==> src/rtl/rv32m_muldiv_if.sv <==
// Request/response bundle between the issue stage and the RV32M multiply/divide unit.
interface rv32m_muldiv_if #(
    parameter int unsigned XLEN = 32
);
    logic            start;
    logic            kill;
    logic [2:0]      funct3;
    logic [XLEN-1:0] operand_a;
    logic [XLEN-1:0] operand_b;
    logic [4:0]      rd_in;
    logic            busy;
    logic            done;
    logic [XLEN-1:0] result;
    logic [4:0]      rd_out;

    modport master (
        output start, kill, funct3, operand_a, operand_b, rd_in,
        input  busy, done, result, rd_out
    );

    modport slave (
        input  start, kill, funct3, operand_a, operand_b, rd_in,
        output busy, done, result, rd_out
    );
endinterface

==> src/rtl/rv32m_muldiv_unit.sv <==
// Iterative RV32M multiply/divide unit: radix-2 shift-add multiply and restoring divide on
// operand magnitudes, with sign correction and special cases resolved in a single FIX cycle.
module rv32m_muldiv_unit #(
    parameter int unsigned XLEN = 32,
    parameter int unsigned ITER = 32
) (
    input logic          clk,
    input logic          rst_n,
    rv32m_muldiv_if.slave bus
);
    localparam int unsigned CntW = $clog2(ITER);

    typedef enum logic [1:0] {StIdle, StIter, StFix, StDone} state_e;

    state_e            state_q, state_d;
    logic [CntW-1:0]   cnt_q, cnt_d;
    logic [2:0]        fn_q, fn_d;
    logic [4:0]        rd_q, rd_d;
    logic [4:0]        rd_out_q, rd_out_d;
    // Multiply: {product_hi, multiplier}. Divide: {remainder, dividend/quotient}.
    logic [2*XLEN-1:0] acc_q, acc_d;
    // Multiplicand magnitude or divisor magnitude.
    logic [XLEN-1:0]   op_q, op_d;
    logic [XLEN-1:0]   result_q, result_d;
    logic              neg_q, neg_d;
    logic              neg_rem_q, neg_rem_d;

    logic              in_div, a_signed, b_signed, a_neg, b_neg;
    logic [XLEN-1:0]   a_mag, b_mag;
    logic [XLEN:0]     mul_sum, rem_sh, div_diff;
    logic              div_ge;
    logic [2*XLEN-1:0] prod_fix;
    logic [XLEN-1:0]   quo_fix, rem_fix, fix_res;

    // Decode signedness of the incoming request and form operand magnitudes.
    always_comb begin
        in_div   = bus.funct3[2];
        a_signed = in_div ? ~bus.funct3[0] : (bus.funct3 != 3'b011);
        b_signed = in_div ? ~bus.funct3[0] : ~bus.funct3[1];
        a_neg    = a_signed & bus.operand_a[XLEN-1];
        b_neg    = b_signed & bus.operand_b[XLEN-1];
        a_mag    = a_neg ? -bus.operand_a : bus.operand_a;
        b_mag    = b_neg ? -bus.operand_b : bus.operand_b;
    end

    // One iteration step for both datapaths, plus the sign-corrected FIX result.
    always_comb begin
        mul_sum  = {1'b0, acc_q[2*XLEN-1:XLEN]} + (acc_q[0] ? {1'b0, op_q} : '0);
        rem_sh   = {acc_q[2*XLEN-1:XLEN], acc_q[XLEN-1]};
        // rem_sh < 2*divisor, so bit XLEN of the difference is a clean borrow flag.
        div_diff = rem_sh - {1'b0, op_q};
        div_ge   = ~div_diff[XLEN];
        prod_fix = neg_q ? -acc_q : acc_q;
        quo_fix  = neg_q ? -acc_q[XLEN-1:0] : acc_q[XLEN-1:0];
        rem_fix  = neg_rem_q ? -acc_q[2*XLEN-1:XLEN] : acc_q[2*XLEN-1:XLEN];
        // Overflow (MIN / -1) falls out naturally; divide by zero overrides the quotient.
        // A zero divisor leaves |dividend| as remainder, so REM by zero yields operand_a.
        case (fn_q)
            3'b000:          fix_res = prod_fix[XLEN-1:0];
            3'b001, 3'b010,
            3'b011:          fix_res = prod_fix[2*XLEN-1:XLEN];
            3'b100, 3'b101:  fix_res = (op_q == '0) ? '1 : quo_fix;
            default:         fix_res = rem_fix;
        endcase
    end

    // Next-state and datapath update for the IDLE/ITER/FIX/DONE sequencer.
    always_comb begin
        state_d   = state_q;
        cnt_d     = cnt_q;
        fn_d      = fn_q;
        rd_d      = rd_q;
        rd_out_d  = rd_out_q;
        acc_d     = acc_q;
        op_d      = op_q;
        result_d  = result_q;
        neg_d     = neg_q;
        neg_rem_d = neg_rem_q;
        unique case (state_q)
            StIdle: begin
                if (bus.start && !bus.kill) begin
                    state_d   = StIter;
                    cnt_d     = CntW'(ITER - 1);
                    fn_d      = bus.funct3;
                    rd_d      = bus.rd_in;
                    neg_d     = a_neg ^ b_neg;
                    neg_rem_d = a_neg;
                    if (in_div) begin
                        acc_d = {{XLEN{1'b0}}, a_mag};
                        op_d  = b_mag;
                    end else begin
                        acc_d = {{XLEN{1'b0}}, b_mag};
                        op_d  = a_mag;
                    end
                end
            end
            StIter: begin
                if (bus.kill) begin
                    state_d = StIdle;
                end else begin
                    if (fn_q[2]) begin
                        acc_d = {div_ge ? div_diff[XLEN-1:0] : rem_sh[XLEN-1:0],
                                 acc_q[XLEN-2:0], div_ge};
                    end else begin
                        acc_d = {mul_sum, acc_q[XLEN-1:1]};
                    end
                    cnt_d = cnt_q - 1'b1;
                    if (cnt_q == '0) begin
                        state_d = StFix;
                    end
                end
            end
            StFix: begin
                if (bus.kill) begin
                    state_d = StIdle;
                end else begin
                    result_d = fix_res;
                    rd_out_d = rd_q;
                    state_d  = StDone;
                end
            end
            StDone: begin
                // The write is already committed; kill has no effect here.
                state_d = StIdle;
            end
        endcase
    end

    // State and datapath registers.
    always_ff @(posedge clk or negedge rst_n) begin
        if (!rst_n) begin
            state_q   <= StIdle;
            cnt_q     <= '0;
            fn_q      <= '0;
            rd_q      <= '0;
            rd_out_q  <= '0;
            acc_q     <= '0;
            op_q      <= '0;
            result_q  <= '0;
            neg_q     <= 1'b0;
            neg_rem_q <= 1'b0;
        end else begin
            state_q   <= state_d;
            cnt_q     <= cnt_d;
            fn_q      <= fn_d;
            rd_q      <= rd_d;
            rd_out_q  <= rd_out_d;
            acc_q     <= acc_d;
            op_q      <= op_d;
            result_q  <= result_d;
            neg_q     <= neg_d;
            neg_rem_q <= neg_rem_d;
        end
    end

    assign bus.busy   = (state_q != StIdle);
    assign bus.done   = (state_q == StDone);
    assign bus.result = result_q;
    assign bus.rd_out = rd_out_q;
endmodule

==> src/flat_wrapper.sv <==
// flat-port wrapper written by rule: the top's interface ports become plain ports
module rv32m_muldiv_unit_flat 
#(
    parameter int unsigned XLEN = 32,
    parameter int unsigned ITER = 32
)
  (clk, rst_n, bus_start, bus_kill, bus_funct3, bus_operand_a, bus_operand_b, bus_rd_in, bus_busy, bus_done, bus_result, bus_rd_out);
  rv32m_muldiv_if #(.XLEN(XLEN)) bus_i ();
  input logic clk;
  input logic rst_n;
  input wire logic [$bits(bus_i.start)-1:0] bus_start;
  input wire logic [$bits(bus_i.kill)-1:0] bus_kill;
  input wire logic [$bits(bus_i.funct3)-1:0] bus_funct3;
  input wire logic [$bits(bus_i.operand_a)-1:0] bus_operand_a;
  input wire logic [$bits(bus_i.operand_b)-1:0] bus_operand_b;
  input wire logic [$bits(bus_i.rd_in)-1:0] bus_rd_in;
  output wire logic [$bits(bus_i.busy)-1:0] bus_busy;
  output wire logic [$bits(bus_i.done)-1:0] bus_done;
  output wire logic [$bits(bus_i.result)-1:0] bus_result;
  output wire logic [$bits(bus_i.rd_out)-1:0] bus_rd_out;
  assign bus_i.start = bus_start;
  assign bus_i.kill = bus_kill;
  assign bus_i.funct3 = bus_funct3;
  assign bus_i.operand_a = bus_operand_a;
  assign bus_i.operand_b = bus_operand_b;
  assign bus_i.rd_in = bus_rd_in;
  assign bus_busy = bus_i.busy;
  assign bus_done = bus_i.done;
  assign bus_result = bus_i.result;
  assign bus_rd_out = bus_i.rd_out;
  rv32m_muldiv_unit #(.XLEN(XLEN), .ITER(ITER)) u_core (.clk(clk), .rst_n(rst_n), .bus(bus_i));
endmodule
==> config.mk <==
export PLATFORM = sky130hd
export DESIGN_NAME = rv32m_muldiv_unit_flat
export DESIGN_NICKNAME = d
export VERILOG_FILES = /design/src/rtl/rv32m_muldiv_if.sv /design/src/rtl/rv32m_muldiv_unit.sv /design/src/flat_wrapper.sv
export SDC_FILE = /design/constraint.sdc
export NUM_CORES = 1
export LEC_CHECK = 0
export CAP_MARGIN = 20
export CORE_MARGIN = 5
export CORE_UTILIZATION = 29
export DETAILED_ROUTE_END_ITERATION = 16
export SYNTH_ARGS = -nofsm -noshare
export SYNTH_HDL_FRONTEND = slang
export SYNTH_SLANG_ARGS = --single-unit
==> constraint.sdc <==
create_clock -name clk -period 7.7 [get_ports clk]
set_input_delay 0.77 -clock clk [delete_from_list [all_inputs] [get_ports clk]]
set_output_delay 0.77 -clock clk [all_outputs]
set_load 0.005 [all_outputs]
==> results.sh <==
export IMPL_gp_congestion=0.9744
export IMPL_end_kind="flop"
export IMPL_dp_hpwl_um=43150
export IMPL_die_area_mm2=0.05428
export IMPL_ys_async_sr_fraction=1.000
export IMPL_cts_hold_buffers=0
export IMPL_syn_inst=1897
export IMPL_track_usage=0.2013
export IMPL_p_total_uw=5001
export IMPL_multi_input_area_mm2=0.009957
export IMPL_fin_crit_ns=4.535
export IMPL_crit_chain="inv_1 > nor2_1 > ha_1 > a211oi_1 > nor2_1 > a2111oi_0 > a21oi_1 > o31ai_1 > o21ai_0 > a221oi_1 > xnor2_1 > a22oi_1 > o21ai_0"
export IMPL_nFillCells=5179
export IMPL_die_y_um=233.0
export IMPL_ys_dominant_reg_cell="dfrtp_1"
export IMPL_synth_cell_type_count=76
export IMPL_grt_ovfl_total=0
export IMPL_grt_max_degree=103
export IMPL_rsz0062_at_grt="false"
export IMPL_tns_ns=0
export IMPL_hold_viol_final=0
export IMPL_fin_crit_sh=0.5889
export IMPL_initial_core_util=0.2939
export IMPL_drt_iter0_drc=1520
export IMPL_synthesis_area_mm2=0.01442
export IMPL_outcome="complete, no violations"
export IMPL_synthAdderAreaFrac=0.06352
export IMPL_maxCapViolCount=0
export IMPL_grt_pass1_vias=14220
export IMPL_viasPerCell=5.687
export IMPL_cts_resized=0
export IMPL_layout_cells_non_filler=2599
export IMPL_port_buffers=114
export IMPL_ff_latch_area_mm2=0.003755
export IMPL_critPathSlowestCell="inv_1"
export IMPL_setup_viol=0
export IMPL_power_density_mw_per_mm2=299.4
export IMPL_avgSynthCellArea_um2=7.601
export IMPL_areaGrowthSynthToFinish_pct=15.83
export IMPL_htree_num_levels=4
export IMPL_fp_dieW_um=233.0
export IMPL_yosysWarnings=0
export IMPL_synth_xor_xnor_area_share=0.1270
export IMPL_criticalPathCategory="flop to flop"
export IMPL_design_area_mm2=0.01670
export IMPL_cts_buffers=17
export IMPL_critPathTopFamily="compound AO/OA/AOI/OAI gates"
export IMPL_routedWlPerCell_um=21.56
export IMPL_drive_gt1_frac=0.04496
export IMPL_hp_class="input port to asynchronous set/reset pin"
export IMPL_critPathMaxStageDelay_ns=0.78
export IMPL_num_nets_final=2070
export IMPL_slew_violations=0
export IMPL_yosysSeqAreaShare=0.2603
export IMPL_grt_pass1_wl_um=85370
export IMPL_cts_setup_buffers=0
export IMPL_clock_path_buffers=2
export IMPL_cp_max_fo=31
export IMPL_holdWs_ns=0.1713
export IMPL_synth_edf_count=0
export IMPL_synth_simple_area_share=0.2020
export IMPL_ys_seq_elements=150
export IMPL_drc=0
export IMPL_worstSetupStartpointType="flop"
export IMPL_cp_arrival_ns=4.83
export IMPL_core_area_mm2=0.04905
export IMPL_synth_top_family_by_area="compound AO/OA/AOI/OAI gates"
export IMPL_place_inst=2566
export IMPL_worstMarginPinSlew_ns=1.029
export IMPL_critPathBufInv=1
export IMPL_num_antenna_cells=0
export IMPL_synth_compound_area_frac=0.2633
export IMPL_ant_nets=0
export IMPL_grt_antenna_before_repair=2
export IMPL_rows=81
export IMPL_syn_num_nets=2045
export IMPL_vdd_drop_max_mv=0.1878
export IMPL_clk_latency_ns=0.45
export IMPL_first_pass_iters=6
export IMPL_finalWirelength_um=56030
export IMPL_placed_area_mm2=0.01607
export IMPL_slew_headroom=0.3130
export IMPL_io_pins=115
export IMPL_cts_tree="done"
export IMPL_numClockSinks=150
export IMPL_leakage_uw=0.006877
export IMPL_root_buffer="clkbuf_16"
export IMPL_clk_pin_slew_ns=0.07
export IMPL_vias=14780
export IMPL_max_clock_freq_mhz=220.5
export IMPL_finClkSkew_ns=0.01341
export IMPL_cp_required_ns=8.00
export IMPL_synthMuxAreaShare=0.03289
[synthesized netlist by cell type (all sizes together), types with 10 or more instances]
cell	instances	area [um^2]
nand2	229	859.6
nor2	172	645.6
o21ai	168	844.6
a21oi	163	815.8
dfrtp	150	3754
xnor2	123	1077
clkbuf	114	429.2
xor2	86	753.2
ha	70	875.8
inv	61	229.0
mux2i	44	440.4
nor3	40	200.2
nand3	36	180.2
a21o	35	262.8
nor4	28	190.2
or3	27	178.9
a221oi	26	227.7
o31ai	25	187.7
a22oi	23	172.7
nand2b	22	145.1
o221ai	22	198.9
o211ai	20	150.1
a31oi	19	118.9
buf	17	77.58
a211oi	14	105.1
or4	14	112.6
o22ai	13	81.33
nor2b	12	75.07
o41ai	12	105.1
nand4	10	62.56
o21bai	10	75.07
[per-layer routing]
metal	GRT usage	up-vias	wire length, um
met2	0.3115	644	24570
met5	0	-	30
met3	0.05027	130	4671
li1	-	6885	-
met1	0.2756	7118	24750
met4	0.06480	4	2010
[cell usage in the layout, fill, tap and decap left out, types with 9 or more instances in the layout]
master and count:
o211ai_1 20, a22oi_1 23, a31oi_1 19, nor2_1 171, a221oi_1 26, buf_4 22, nand2_1 229, clkdlybuf4s50_1 112
inv_1 61, nand3_1 36, o22ai_1 13, nand4_1 10, nor4_1 27, or4_1 12, o41ai_1 12, xnor2_1 122
mux2i_1 44, nand2b_1 20, a21oi_1 163, a211oi_1 14, o21bai_1 10, nor3_1 40, dfrtp_1 149, nor2b_1 11
o221ai_1 21, ha_1 70, o21ai_0 166, o21a_1 9, or3_1 25, clkbuf_16 17, xor2_1 85, a21o_1 35
o31ai_1 25
[cells by family (layout without fill, tap and decap cells)]
logic type                 after synthesis  count (layout)
xor gates and xnor gates               209             209
buffers and inverters                  192             230
DFF                                    150             150
and+or+nand+nor                        626             626
adders and majority gates               72              72
muxes                                   47              47
AOI/OAI and AO/OA                      601             601
[registers in the layout (all words and copies together), names as in the netlist, 2 cells and up]
register and cells:
u_core.op_q 32, u_core.state_q 2, u_core.acc_q 64, u_core.bus.rd_out 5
u_core.rd_q 5, u_core.cnt_q 5, u_core.bus.result 32, u_core.fn_q 3
[layout make-up]
class | count | share of cell area
clock inverters | 14 | 0.009589
clock buffers | 18 | 0.02630
repair buffers | 137 | 0.07964
flip-flops and latches | 150 | 0.2248
well taps | 664 | 0.04975
multi-input cells | 1555 | 0.5962
inverters | 61 | 0.01371
[path summary, 6_finish.rpt]
check	cells after the start	startpoint	slack, ns	to
hold / removal	1	rst_n	0.17	u_core.bus.result[4]
max in group asynchronous	3	rst_n	6.09	u_core.fn_q[2]
setup / recovery	13	u_core.acc_q[0]	3.17	u_core.acc_q[56]
setup reg to reg	13	u_core.acc_q[0]	3.17	u_core.acc_q[56]
min in group clk	2	u_core.rd_q[2]	0.47	u_core.bus.rd_out[2]
hold reg to reg	2	u_core.rd_q[2]	0.47	u_core.bus.rd_out[2]
[metrics by stage]
| step | util | setup slack (ns) |
|---|---|---|
| after global routing | 0.3405 | 2.821 |
| final | 0.3405 | 3.165 |
| after floorplan | - | 4.168 |
| after detailed placement | 0.3277 | 3.327 |
| after global placement | 0.3277 | 3.312 |
| after CTS | 0.3399 | 3.281 |
[power breakdown]
part | internal (uW) | switching [uW] | leakage [uW]
registers | 943 | 371 | 0.00188
logic | 1110 | 1690 | 0.00470
clock network | 472 | 415 | 0.000298
total | 2530 | 2470 | 0.00688
Note: power is estimated with default switching activity, not from simulation.
